<file path="src/rtl/barrel_run_ctl.sv">
// Run controller for one barrel core: sequences core reset, counts run cycles
// until halt or budget expiry, then quiesces the core and holds the result for the host.
module barrel_run_ctl #(
  parameter int RESET_CYCLES = 2,
  parameter int MAX_CYCLES   = 1000,
  parameter int CNT_W        = 16
) (
  input  logic             clk,
  input  logic             reset,
  input  logic             start,
  input  logic             ack,
  input  logic             core_halt,
  output logic             core_resetn,
  output logic             busy,
  output logic             done,
  output logic             timed_out,
  output logic [CNT_W-1:0] cycles,
  output logic [1:0]       fsm_state
);

  // Host handshake: start is a single-cycle request honoured only in IDLE.
  // done is a level that stays high (with cycles/timed_out stable) until the
  // host returns ack; ack is honoured only in DONE and wins over start there.

  typedef enum logic [1:0] {
    S_IDLE = 2'd0,
    S_HOLD = 2'd1,
    S_RUN  = 2'd2,
    S_DONE = 2'd3
  } state_t;

  if (MAX_CYCLES < 1 || MAX_CYCLES > (2 ** CNT_W) - 1) begin : g_bad_max
    $error("barrel_run_ctl: MAX_CYCLES must be in 1..2^CNT_W-1");
  end
  if (RESET_CYCLES < 1 || RESET_CYCLES > 255) begin : g_bad_rst
    $error("barrel_run_ctl: RESET_CYCLES must be in 1..255");
  end

  localparam logic [7:0]       HOLD_LOAD = 8'(RESET_CYCLES - 1);
  localparam logic [CNT_W-1:0] LAST_CNT  = CNT_W'(MAX_CYCLES - 1);
  localparam logic [CNT_W-1:0] MAX_CNT   = CNT_W'(MAX_CYCLES);

  state_t           state, state_nx;
  logic [7:0]       hold_cnt, hold_nx;
  logic [CNT_W-1:0] cycles_nx;
  logic             timed_out_nx;

  always_comb begin
    state_nx     = state;
    hold_nx      = hold_cnt;
    cycles_nx    = cycles;
    timed_out_nx = timed_out;
    case (state)
      S_IDLE: begin
        if (start) begin
          state_nx     = S_HOLD;
          hold_nx      = HOLD_LOAD;
          cycles_nx    = '0;
          timed_out_nx = 1'b0;
        end
      end
      S_HOLD: begin
        // Loaded with RESET_CYCLES-1 so the core sees exactly RESET_CYCLES low cycles.
        if (hold_cnt == 8'd0) begin
          state_nx = S_RUN;
        end else begin
          hold_nx = hold_cnt - 8'd1;
        end
      end
      S_RUN: begin
        if (core_halt) begin
          state_nx     = S_DONE;
          timed_out_nx = 1'b0;
        end else if (cycles == LAST_CNT) begin
          state_nx     = S_DONE;
          cycles_nx    = MAX_CNT;
          timed_out_nx = 1'b1;
        end else begin
          cycles_nx = cycles + 1'b1;
        end
      end
      S_DONE: begin
        if (ack) begin
          state_nx = S_IDLE;
        end
      end
      default: state_nx = S_IDLE;
    endcase
  end

  // Status outputs are registered from the next state so they change with it.
  always_ff @(posedge clk) begin
    if (reset) begin
      state       <= S_IDLE;
      hold_cnt    <= '0;
      cycles      <= '0;
      timed_out   <= 1'b0;
      core_resetn <= 1'b0;
      busy        <= 1'b0;
      done        <= 1'b0;
    end else begin
      state       <= state_nx;
      hold_cnt    <= hold_nx;
      cycles      <= cycles_nx;
      timed_out   <= timed_out_nx;
      core_resetn <= (state_nx == S_RUN);
      busy        <= (state_nx == S_HOLD) || (state_nx == S_RUN);
      done        <= (state_nx == S_DONE);
    end
  end

  assign fsm_state = state;

endmodule

</file>
<file path="config.mk">
export PLATFORM = sky130hd
export DESIGN_NAME = barrel_run_ctl
export DESIGN_NICKNAME = d
export VERILOG_FILES = /design/src/rtl/barrel_run_ctl.sv
export SDC_FILE = /design/constraint.sdc
export NUM_CORES = 1
export LEC_CHECK = 0
export ABC_AREA = 0
export CORE_MARGIN = 2
export CORE_UTILIZATION = 30
export CTS_BUF_LIST = sky130_fd_sc_hd__clkbuf_16
export DETAILED_ROUTE_END_ITERATION = 10
export DONT_BUFFER_PORTS = 1
export PLACE_DENSITY = 0.42
export REMOVE_ABC_BUFFERS = 1
export SLEW_MARGIN = 40
export SYNTH_ARGS = -nofsm -noshare
export SYNTH_HDL_FRONTEND = slang
export SYNTH_SLANG_ARGS = --single-unit
</file>
<file path="constraint.sdc">
create_clock -name clk -period 5.9 [get_ports clk]
set_input_delay 0.885 -clock clk [delete_from_list [all_inputs] [get_ports clk]]
set_output_delay 0.885 -clock clk [all_outputs]
set_load 0.01 [all_outputs]
</file>
Yosys cells after proc, flatten, opt, wreduce, memory -nomap -nowiden
Index checks and enable logic that the tools add are counted.
{"block": "word_totals", "reg_bits": 30, "in_bits": 5, "output_inout_bits": 22, "word_cells": 45}
{"block": "classes", "n_addsub": 2, "eq_ne": 11, "n_mux": 17, "n_reduce_logical": 8}
{"operator": "$mux W16", "n": 3}
{"operator": "$pmux W16 S2", "n": 1}
{"operator": "$add A16 B1 Y16 const B", "n": 1}
{"operator": "$eq A16 B10 Y1 const B", "n": 1}
{"operator": "$mux W8", "n": 2}
{"operator": "$pmux W8 S2", "n": 1}
{"operator": "$mux W2", "n": 5}
{"operator": "$reduce_and A3 Y1", "n": 3}
{"operator": "$eq A2 B2 Y1 const B", "n": 4}
{"operator": "$logic_not A8 Y1", "n": 1}
{"operator": "$pmux W2 S4", "n": 1}
{"operator": "$sub A8 B1 Y8 const B", "n": 1}
{"operator": "$ne A2 B2 Y1 const B", "n": 3}
{"operator": "$eq A2 B1 Y1 const B", "n": 2}
{"operator": "$reduce_bool A2 Y1", "n": 2}
{"operator": "$mux W1", "n": 3}
{"operator": "$ne A3 B3 Y1 const B", "n": 1}
{"operator": "$logic_not A2 Y1", "n": 1}
{"operator": "$pmux W1 S2", "n": 1}
{"operator": "$logic_or A1 B1 Y1", "n": 1}

Longest topological paths before layout
Gate-level depths: netlist of run 1.
{"block": "depth", "ltp_word": 6, "mapped_depth": 7, "ltp_nobuf": 7}

Least setup slack after synthesis of run 1
No wires, ideal clock.
{"block": "synth_timing", "kind": "input -> register", "from": "in core_halt", "to": "reg cycles[3]", "setup_time_ns": 0.074, "arrival_time_ns": 2.105, "required_time_ns": 5.826, "slack_ns": 3.721, "stages": 3, "path_buffers": 0, "path_cell_list": "or3b_2 or4b_2 a31oi_1"}
{"block": "synth_via", "elab_chain_len": 2}
{"item": "start, declared", "line_no": "12", "text": "input logic core_halt,"}
{"item": "$ne A2 B2 Y1 (no source line)"}
{"item": "$reduce_and A3 Y1 (no source line)"}
{"item": "end signal, assigned", "line_no": "104", "text": "cycles <= cycles_nx;"}
{"item": "end, declared", "line_no": "17", "text": "output logic [CNT_W-1:0] cycles,"}
No other way between the ends.
A chain may end at the register's enable or synchronous reset.

Final worst setup path of run 1
{"block": "layout_timing", "from": "reg cycles[0]", "to": "reg busy"}
{"block": "layout_via", "elab_chain_len": 6, "word_cells_on_any_way": 7, "classes_between": "3 x eq/ne; 3 x mux; 1 x reduce/logical"}
{"item": "$eq A16 B10 Y1 (*)", "line_no": "74", "text": "end else if (cycles == LAST_CNT) begin"}
{"item": "$mux W2 (*)", "line_no": "74"}
{"item": "$mux W2 (*)", "line_no": "71", "text": "if (core_halt) begin"}
{"item": "$pmux W2 S4 (*)", "line_no": "53", "text": "case (state)"}
{"item": "$eq A2 B1 Y1 / $eq A2 B2 Y1 (equally long branches)", "line_no": "107", "text": "busy <= (state_nx == S_HOLD) || (state_nx == S_RUN);"}
{"item": "$logic_or A1 B1 Y1 (*)", "line_no": "107"}
{"item": "end signal, assigned", "line_no": "107"}
{"item": "end, declared", "line_no": "14", "text": "output logic busy,"}
Every way passes the cells marked *; elsewhere a longest branch is shown, timed or not.

==> results of run 1 <==
-- cells in the mapped netlist, drive strengths merged, types with 4 or more instances --
library cell	count	share of area (%)
a211oi	5	2.2
mux2i	4	2.3
and3	5	1.9
o21ai	8	2.3
dfxtp	30	35
a21oi	10	2.9
a31oi	7	2.5
nor4	5	2.2
or3	5	1.8
o31ai	7	3.0
nand2	21	5.0
clkbuf	9	2.0
xnor2	4	2.0
nor3	7	2.0
or4	5	2.4
nand3	7	2.3
nor2	10	2.2
inv	10	2.2
a221oi	7	4.3
-- layout make-up --
type	instances	area, sq um
flip-flops and latches	30	602
multi-input cells	157	1050
inverters	10	37.5
clock buffers	5	125
clock inverters	3	12.5
well taps	72	90.1
fillers	619	3620
-- cells by family after synthesis --
kind of cell	count (synthesis)	share of synthesized area [%]
compound gates	62	26.3
xor+xnor	4	2.03
fa+ha+maj	3	2.17
buf+inv	21	4.63
flops	30	34.8
mux	4	2.32
simple gates	84	27.8
-- layer usage --
layer  vias to the layer above  GRT usage [%]  wire length [um]
met5                         -              0                 0
met4                         0           4.41                56
met2                        53           25.4              2180
met1                       762           20.9              2240
met3                        10           5.88               330
li1                        787              -                 -
-- flip-flops by register name, summed over array words and instances, names as in the netlist --
signal	flops
hold_cnt	8
fsm_state	2
cycles	16
timed_out	1
done	1
busy	1
core_resetn	1
-- path summary, 6_finish.rpt --
kind | start | cells past startpoint | slack, ns | end
hold / removal | hold_cnt[0] | 2 | 0.47 | hold_cnt[0]
setup reg to reg | cycles[0] | 7 | 3.59 | busy
setup / recovery | cycles[0] | 7 | 3.59 | busy
hold reg to reg | hold_cnt[0] | 2 | 0.47 | hold_cnt[0]
-- power by group through the flow --
stage / Combinational (W) / Sequential (W) / Clock [W]
2_1_floorplan: 0.000276 / 0.000307 / 0
3_3_place_gp: 0.000338 / 0.000324 / 0
3_5_place_dp: 0.000347 / 0.000329 / 0
4_1_cts: 0.000349 / 0.000324 / 0.000246
5_1_grt: 0.000403 / 0.000336 / 0.000256
6_report: 0.000348 / 0.000324 / 0.000238
-- critical path: cells and delay by family, from the launching register on --
family,cells,cell delay [ns]
DFF,1,0.50
adders and majority gates,2,0.51
and+or+nand+nor,2,0.70
AOI/OAI and AO/OA,2,0.45
buffers and inverters,1,0.08
-- through the flow --
step / hold WS, ns / instances / util, % / cell area (sq um)
final: 0.472 / 277 / 34.6 / 1920
after global routing: 0.483 / 277 / 34.6 / 1920
after CTS: 0.475 / 277 / 34.6 / 1920
after detailed placement: 0.468 / 269 / 32.1 / 1780
after global placement: 0.459 / 269 / 32.0 / 1780
after floorplan: 0.439 / 197 / - / 1690
==> impl_metrics.json, run 1 <==
{
  "core-area_sq_um": 5540,
  "finalMaxSlewViolations": 0,
  "cts_setup_buffers": 0,
  "most-common-layout-cells": "dfxtp_1, nand2_1, inv_1, nor2_1, a21oi_1",
  "clock_sinks": 30,
  "p_int_w": 0.000540,
  "async_reset_ff_share_pct": 0,
  "insertion_delay_ns": 0.27,
  "grt_pass1_vias": 1560,
  "cp.required_ns": 6.11,
  "pwr-share-clk_pct": 26.2,
  "grt_max_degree": 28,
  "p_switching_w": 0.000371,
  "switching_share_pct": 40.7,
  "clk_pin_slew_worst_paths_ns": 0.05,
  "die_area_sq_um": 6380,
  "synth-seq-area-share_pct": 34.8,
  "hold_path.class": "reg2reg",
  "p_leak_nw": 0.609,
  "ys_types": 53,
  "remaining_drc_errors": 0,
  "hpwl_um": 3370,
  "vias": 1612,
  "syn2layout_area_growth_pct": 11.0,
  "ys_warn_count": 0,
  "finalHoldViolCount": 0,
  "slowest_stage": "nor3_1",
  "vias_per_cell": 5.82,
  "total_power_w": 0.000911,
  "antenna_found_initial": 0,
  "grt_pass1_wl_um": 8000,
  "seq_power_share_pct": 35.6,
  "worst_clock_skew_ns": 0.00632,
  "num_rows": 27,
  "mostFrequentLayoutCell": "dfxtp_1",
  "fp.dieH_um": 79.9,
  "syn_inst": 208,
  "yosys_most_used_dff": "dfxtp_1",
  "netlist_area_sq_um": 1730,
  "setup_tns_ns": 0,
  "end_kind": "register",
  "start_util_pct": 31.2,
  "port_buffers": 0,
  "fmaxAchievable_mhz": 433,
  "cts_made_buffers": 5,
  "wl_um": 4810,
  "status": "finished clean",
  "cp_max_fo": 7,
  "p_per_area_nw_per_um2": 475,
  "grt.overflow.total": 0,
  "setup_viol": 0,
  "crit_chain": "ha_1 > inv_1 > nor3_1 > a21oi_1 > o21a_1 > ha_1 > nor2_1",
  "drive_above_1_share_pct": 9.27,
  "period_needed_ns": 2.31,
  "setup_ws_ns": 3.59,
  "critical_path_arrival_ns": 2.52,
  "cts_buffer_depth": 2,
  "synth-seq-cells": 30,
  "cts_tree": "done",
  "drtPass1Iterations": 4,
  "fin_nets": 212,
  "power.share.combinational_pct": 38.3,
  "root_buffer": "clkbuf_16",
  "place_ws_ns": 3.49,
  "gp_congestion": 0.806,
  "critical_path_class": "reg2reg",
  "num_io_pins": 27,
  "vdd_ir_drop_max_v": 0.000127,
  "synth_edf_count": 0,
  "maxCapViolations": 0,
  "worstMarginPinSlew_ns": 0.814,
  "track_usage_pct": 16.2,
  "relSlewSlack_pct": 44.3,
  "max_stage_delay_ns": 0.61,
  "antennaDiodeCount": 0,
  "cts_resized": 0,
  "ant_nets": 0,
  "cpMostUsedCell": "ha_1",
  "fin_crit_sh_pct": 39.1,
  "htree_levels": 2,
  "rsz0062_at_grt": "false",
  "setup.worst_path.start_class": "register",
  "die_w_um": 79.9,
  "wl_per_cell_um": 17.3,
  "syn_area_per_cell_sq_um": 8.31,
  "cts_hold_buf": 0,
  "drtIter0Drc": 118
}
Note: power is estimated with default switching activity, not from simulation.
==> run 2: changes to the inputs <==
clock period = 2.3 ns   (was 5.9 ns; I/O delays follow)
==> impl_metrics.json, run 2 (synthesized netlist as in run 1, its figures left out) <==
{
  "rsz0062_at_grt": "false",
  "p_per_area_nw_per_um2": 1210,
  "die_area_sq_um": 6380,
  "maxCapViolations": 0,
  "setup_viol": 0,
  "num_rows": 27,
  "total_power_w": 0.00247,
  "start_util_pct": 31.2,
  "hpwl_um": 3480,
  "fmaxAchievable_mhz": 482,
  "critical_path_class": "reg2reg",
  "worst_clock_skew_ns": 0.00646,
  "num_io_pins": 27,
  "root_buffer": "clkbuf_16",
  "hp-start": "reset",
  "core-area_sq_um": 5540,
  "wl_per_cell_um": 16.1,
  "drtPass1Iterations": 4,
  "wl_um": 4720,
  "cts_made_buffers": 5,
  "most-common-layout-cells": "dfxtp_1, nand2_1, buf_4",
  "cts_setup_buffers": 0,
  "antennaDiodeCount": 0,
  "period_needed_ns": 2.08,
  "grt_max_degree": 28,
  "mostFrequentLayoutCell": "dfxtp_1",
  "insertion_delay_ns": 0.27,
  "port_buffers": 0,
  "drive_above_1_share_pct": 15.4,
  "pwr-share-clk_pct": 25.4,
  "finalMaxSlewViolations": 0,
  "setup_tns_ns": 0,
  "cts_buffer_depth": 2,
  "vdd_ir_drop_max_v": 0.000454,
  "r2r-start": "cycles[5]",
  "fin_crit_sh_pct": 90.3,
  "vias_per_cell": 5.63,
  "hold_end": "cycles[15]",
  "fp.dieH_um": 79.9,
  "whs_path_depth": 1,
  "vias": 1651,
  "clk_pin_slew_worst_paths_ns": 0.05,
  "status": "finished clean",
  "hold_path.class": "in2reg",
  "antenna_found_initial": 0,
  "ff2ff_path_depth": 4,
  "p_switching_w": 0.000977,
  "remaining_drc_errors": 0,
  "htree_levels": 2,
  "r2r-end": "cycles[13]",
  "cts_tree": "done",
  "die_w_um": 79.9,
  "p_leak_nw": 0.687,
  "relSlewSlack_pct": 56.8,
  "gp_congestion": 0.821,
  "cts_hold_buf": 0,
  "grt.overflow.total": 0,
  "cts_resized": 0,
  "largest_register_ffs": 16,
  "regMostFlops": "cycles",
  "track_usage_pct": 15.7,
  "grt_pass1_wl_um": 7800,
  "post-route-util_pct": 36.8,
  "seq_power_share_pct": 30.8,
  "switching_share_pct": 39.6,
  "finalHoldViolCount": 0,
  "fin_nets": 228,
  "ant_nets": 0,
  "end_kind": "register",
  "clock_sinks": 30,
  "drtIter0Drc": 137,
  "regToRegSetupSlack_ns": 0.22,
  "p_int_w": 0.00149,
  "setup.worst_path.start_class": "register",
  "syn2layout_area_growth_pct": 17.9,
  "critical_path_arrival_ns": 2.26,
  "cp.required_ns": 2.48,
  "worstMarginPinSlew_ns": 0.641,
  "grt_pass1_vias": 1575,
  "power.share.combinational_pct": 43.8,
  "cp_max_fo": 6
}
==> run 2: layout make-up <==
cell class | count | area (sq um)
clock buffer | 5 | 125
fill | 592 | 3500
multi-input combinational | 157 | 1050
clock inverter | 3 | 16.3
sequential | 30 | 601
inverter | 10 | 37.5
tap | 72 | 90.1
timing repair buffer | 16 | 120
==> run 2: metrics by stage <==
stage / area [sq um] / std cells / hold WS [ns] / setup slack, ns
4_1_cts: 2040 / 293 / 0.128 / 0.228
3_3_place_gp: 1900 / 285 / 0.416 / 0.335
5_1_grt: 2040 / 293 / 0.125 / 0.119
3_5_place_dp: 1900 / 285 / 0.418 / 0.240
2_1_floorplan: 1690 / 197 / 0.411 / 0.323
6_report: 2040 / 293 / 0.135 / 0.223
==> run 2: worst max-delay path by stage <==
stage / start / end / cells past startpoint
final: cycles[5] / cycles[13] / 4
after global routing: cycles[1] / busy / 8
after CTS: cycles[3] / cycles[13] / 4
after detailed placement: cycles[3] / cycles[13] / 4
after global placement: cycles[5] / cycles[13] / 4
after floorplan: cycles[0] / busy / 7
==> run 2: metal layers <==
metal,vias up,GRT usage [%],routed length [um]
li1,818,-,-
met3,6,5.88,284
met2,39,22.6,2050
met1,788,21.3,2330
met4,0,5.76,57
met5,-,0,0
==> run 2: worst max-delay path, cell delays in order (launching register included) <==
cell      delay, ns
dfxtp_1        0.46
nand2_1        0.16
or4_4          0.58
or4_1          0.52
a221oi_2       0.27
==> run 2: power groups by stage <==
stage | registers [W] | logic, W | clock network [W]
floorplan | 0.000788 | 0.000708 | 0
CTS | 0.000757 | 0.00109 | 0.000639
detailed placement | 0.000766 | 0.00108 | 0
global route | 0.000775 | 0.00122 | 0.000667
global placement | 0.000762 | 0.00106 | 0
finish | 0.000760 | 0.00108 | 0.000626
==> run 3: changes to the inputs <==
clock period = 2 ns   (was 2.3 ns; I/O delays follow)
==> impl_metrics.json, run 3 (synthesized netlist as in run 1, its figures left out) <==
{
  "gp_congestion": 0.807,
  "cp.required_ns": 2.18,
  "p_leak_nw": 0.729,
  "drtIter0Drc": 135,
  "grt_max_degree": 28,
  "relSlewSlack_pct": 57.5,
  "total_power_w": 0.00284,
  "setup_ws_ns": 0.0626,
  "cts_made_buffers": 5,
  "place_ws_ns": 0.0738,
  "rsz0062_at_grt": "false",
  "fin_nets": 236,
  "fmaxAchievable_mhz": 516,
  "r2r-start": "cycles[1]",
  "cts_buffer_depth": 2,
  "antenna_found_initial": 0,
  "hold_end": "cycles[15]",
  "drive_above_1_share_pct": 18.3,
  "port_buffers": 0,
  "ff2ff_path_depth": 4,
  "grt_pass1_wl_um": 7980,
  "fp.dieH_um": 79.9,
  "wl_um": 4820,
  "maxCapViolations": 0,
  "setup_tns_ns": 0,
  "hold_path.class": "in2reg",
  "whs_path_depth": 1,
  "max_stage_delay_ns": 0.54,
  "critical_path_arrival_ns": 2.12,
  "p_per_area_nw_per_um2": 1350,
  "r2r-end": "cycles[13]",
  "drtPass1Iterations": 4,
  "track_usage_pct": 15.9,
  "clock_sinks": 30,
  "crit_chain": "nand2_4 > or4_4 > or4_1 > a221oi_2",
  "cts_tree": "done",
  "largest_register_ffs": 16,
  "num_rows": 27,
  "period_needed_ns": 1.94,
  "ant_nets": 0,
  "root_buffer": "clkbuf_16",
  "critPathLaunch": "cycles[1]",
  "die_area_sq_um": 6380,
  "htree_levels": 2,
  "start_util_pct": 31.2,
  "cts_setup_buffers": 0,
  "status": "finished clean",
  "hp-start": "reset",
  "most-common-layout-cells": "dfxtp_1, buf_4, nand2_1",
  "mostFrequentLayoutCell": "dfxtp_1",
  "end_kind": "register",
  "clk_pin_slew_worst_paths_ns": 0.05,
  "grt_pass1_vias": 1666,
  "vias": 1702,
  "hpwl_um": 3640,
  "worst_clock_skew_ns": 0.00571,
  "num_io_pins": 27,
  "finalMaxSlewViolations": 0,
  "regMostFlops": "cycles",
  "worstMarginPinSlew_ns": 0.631,
  "antennaDiodeCount": 0,
  "wl_per_cell_um": 16.0,
  "regToRegSetupSlack_ns": 0.06,
  "insertion_delay_ns": 0.27,
  "finalHoldViolCount": 0,
  "slowest_stage": "or4_4",
  "fin_crit_sh_pct": 96.9,
  "die_w_um": 79.9,
  "setup_viol": 0,
  "syn2layout_area_growth_pct": 21.4,
  "vias_per_cell": 5.65,
  "core-area_sq_um": 5540,
  "remaining_drc_errors": 0,
  "cp_max_fo": 6,
  "grt.overflow.total": 0,
  "setup.worst_path.start_class": "register",
  "vdd_ir_drop_max_v": 0.000402,
  "critical_path_class": "reg2reg"
}
[run 3: cell type report]
cell class,count,area [sq um]
Fill cell,597,3440
Clock inverter,3,11.3
Timing Repair Buffer,24,180
Tap cell,72,90.1
Multi-Input combinational cell,157,1050
Sequential cell,30,601
Clock buffer,5,125
Inverter,10,37.5
[run 3: stage by stage]
stage / cell area [sq um] / cells / hold WS, ns / util (%)
finish: 2100 / 301 / 0.0937 / 37.9
global route: 2100 / 301 / 0.0853 / 37.9
CTS: 2090 / 301 / 0.0852 / 37.8
detailed placement: 1960 / 293 / 0.373 / 35.3
global placement: 1960 / 293 / 0.371 / 35.3
floorplan: 1690 / 197 / 0.366 / -
[run 3: timing repair]
action	4_1_cts	5_1_grt
gates resized for setup	0	2
hold endpoints to repair	0	0
endpoints found under the setup margin	0	11
hold buffers	0	0
[run 3: worst max-delay path, delay by kind of cell, from the launching register on]
family | cells | cell delay (ns)
compound gates | 1 | 0.26
flops | 1 | 0.44
simple gates | 3 | 1.15
[run 3: where the power goes]
part / internal, W / total [W] / switching [W]
registers: 0.000726 / 0.000870 / 0.000143
logic: 0.000553 / 0.00127 / 0.000721
clock network: 0.000446 / 0.000698 / 0.000251
total: 0.00173 / 0.00284 / 0.00112
[run 3: worst max path at each step]
stage	endpoint	slack, ns	cells after the start
6_report	cycles[13]	0.06	4
5_1_grt	cycles[13]	0.02	4
4_1_cts	cycles[13]	0.06	4
3_5_place_dp	cycles[13]	0.07	4
3_3_place_gp	cycles[12]	0.09	6
2_1_floorplan	busy	0.02	7
[run 3: routing by layer]
| layer | wire length [um] | vias to the layer above | part of all wire [%] | track usage, % |
|---|---|---|---|---|
| met4 | 76 | 0 | 1.6 | 7.12 |
| met2 | 2150 | 48 | 45 | 25.0 |
| li1 | - | 838 | - | - |
| met3 | 308 | 6 | 6.4 | 4.41 |
| met1 | 2290 | 810 | 47 | 20.2 |
| met5 | 0 | - | 0 | 0 |
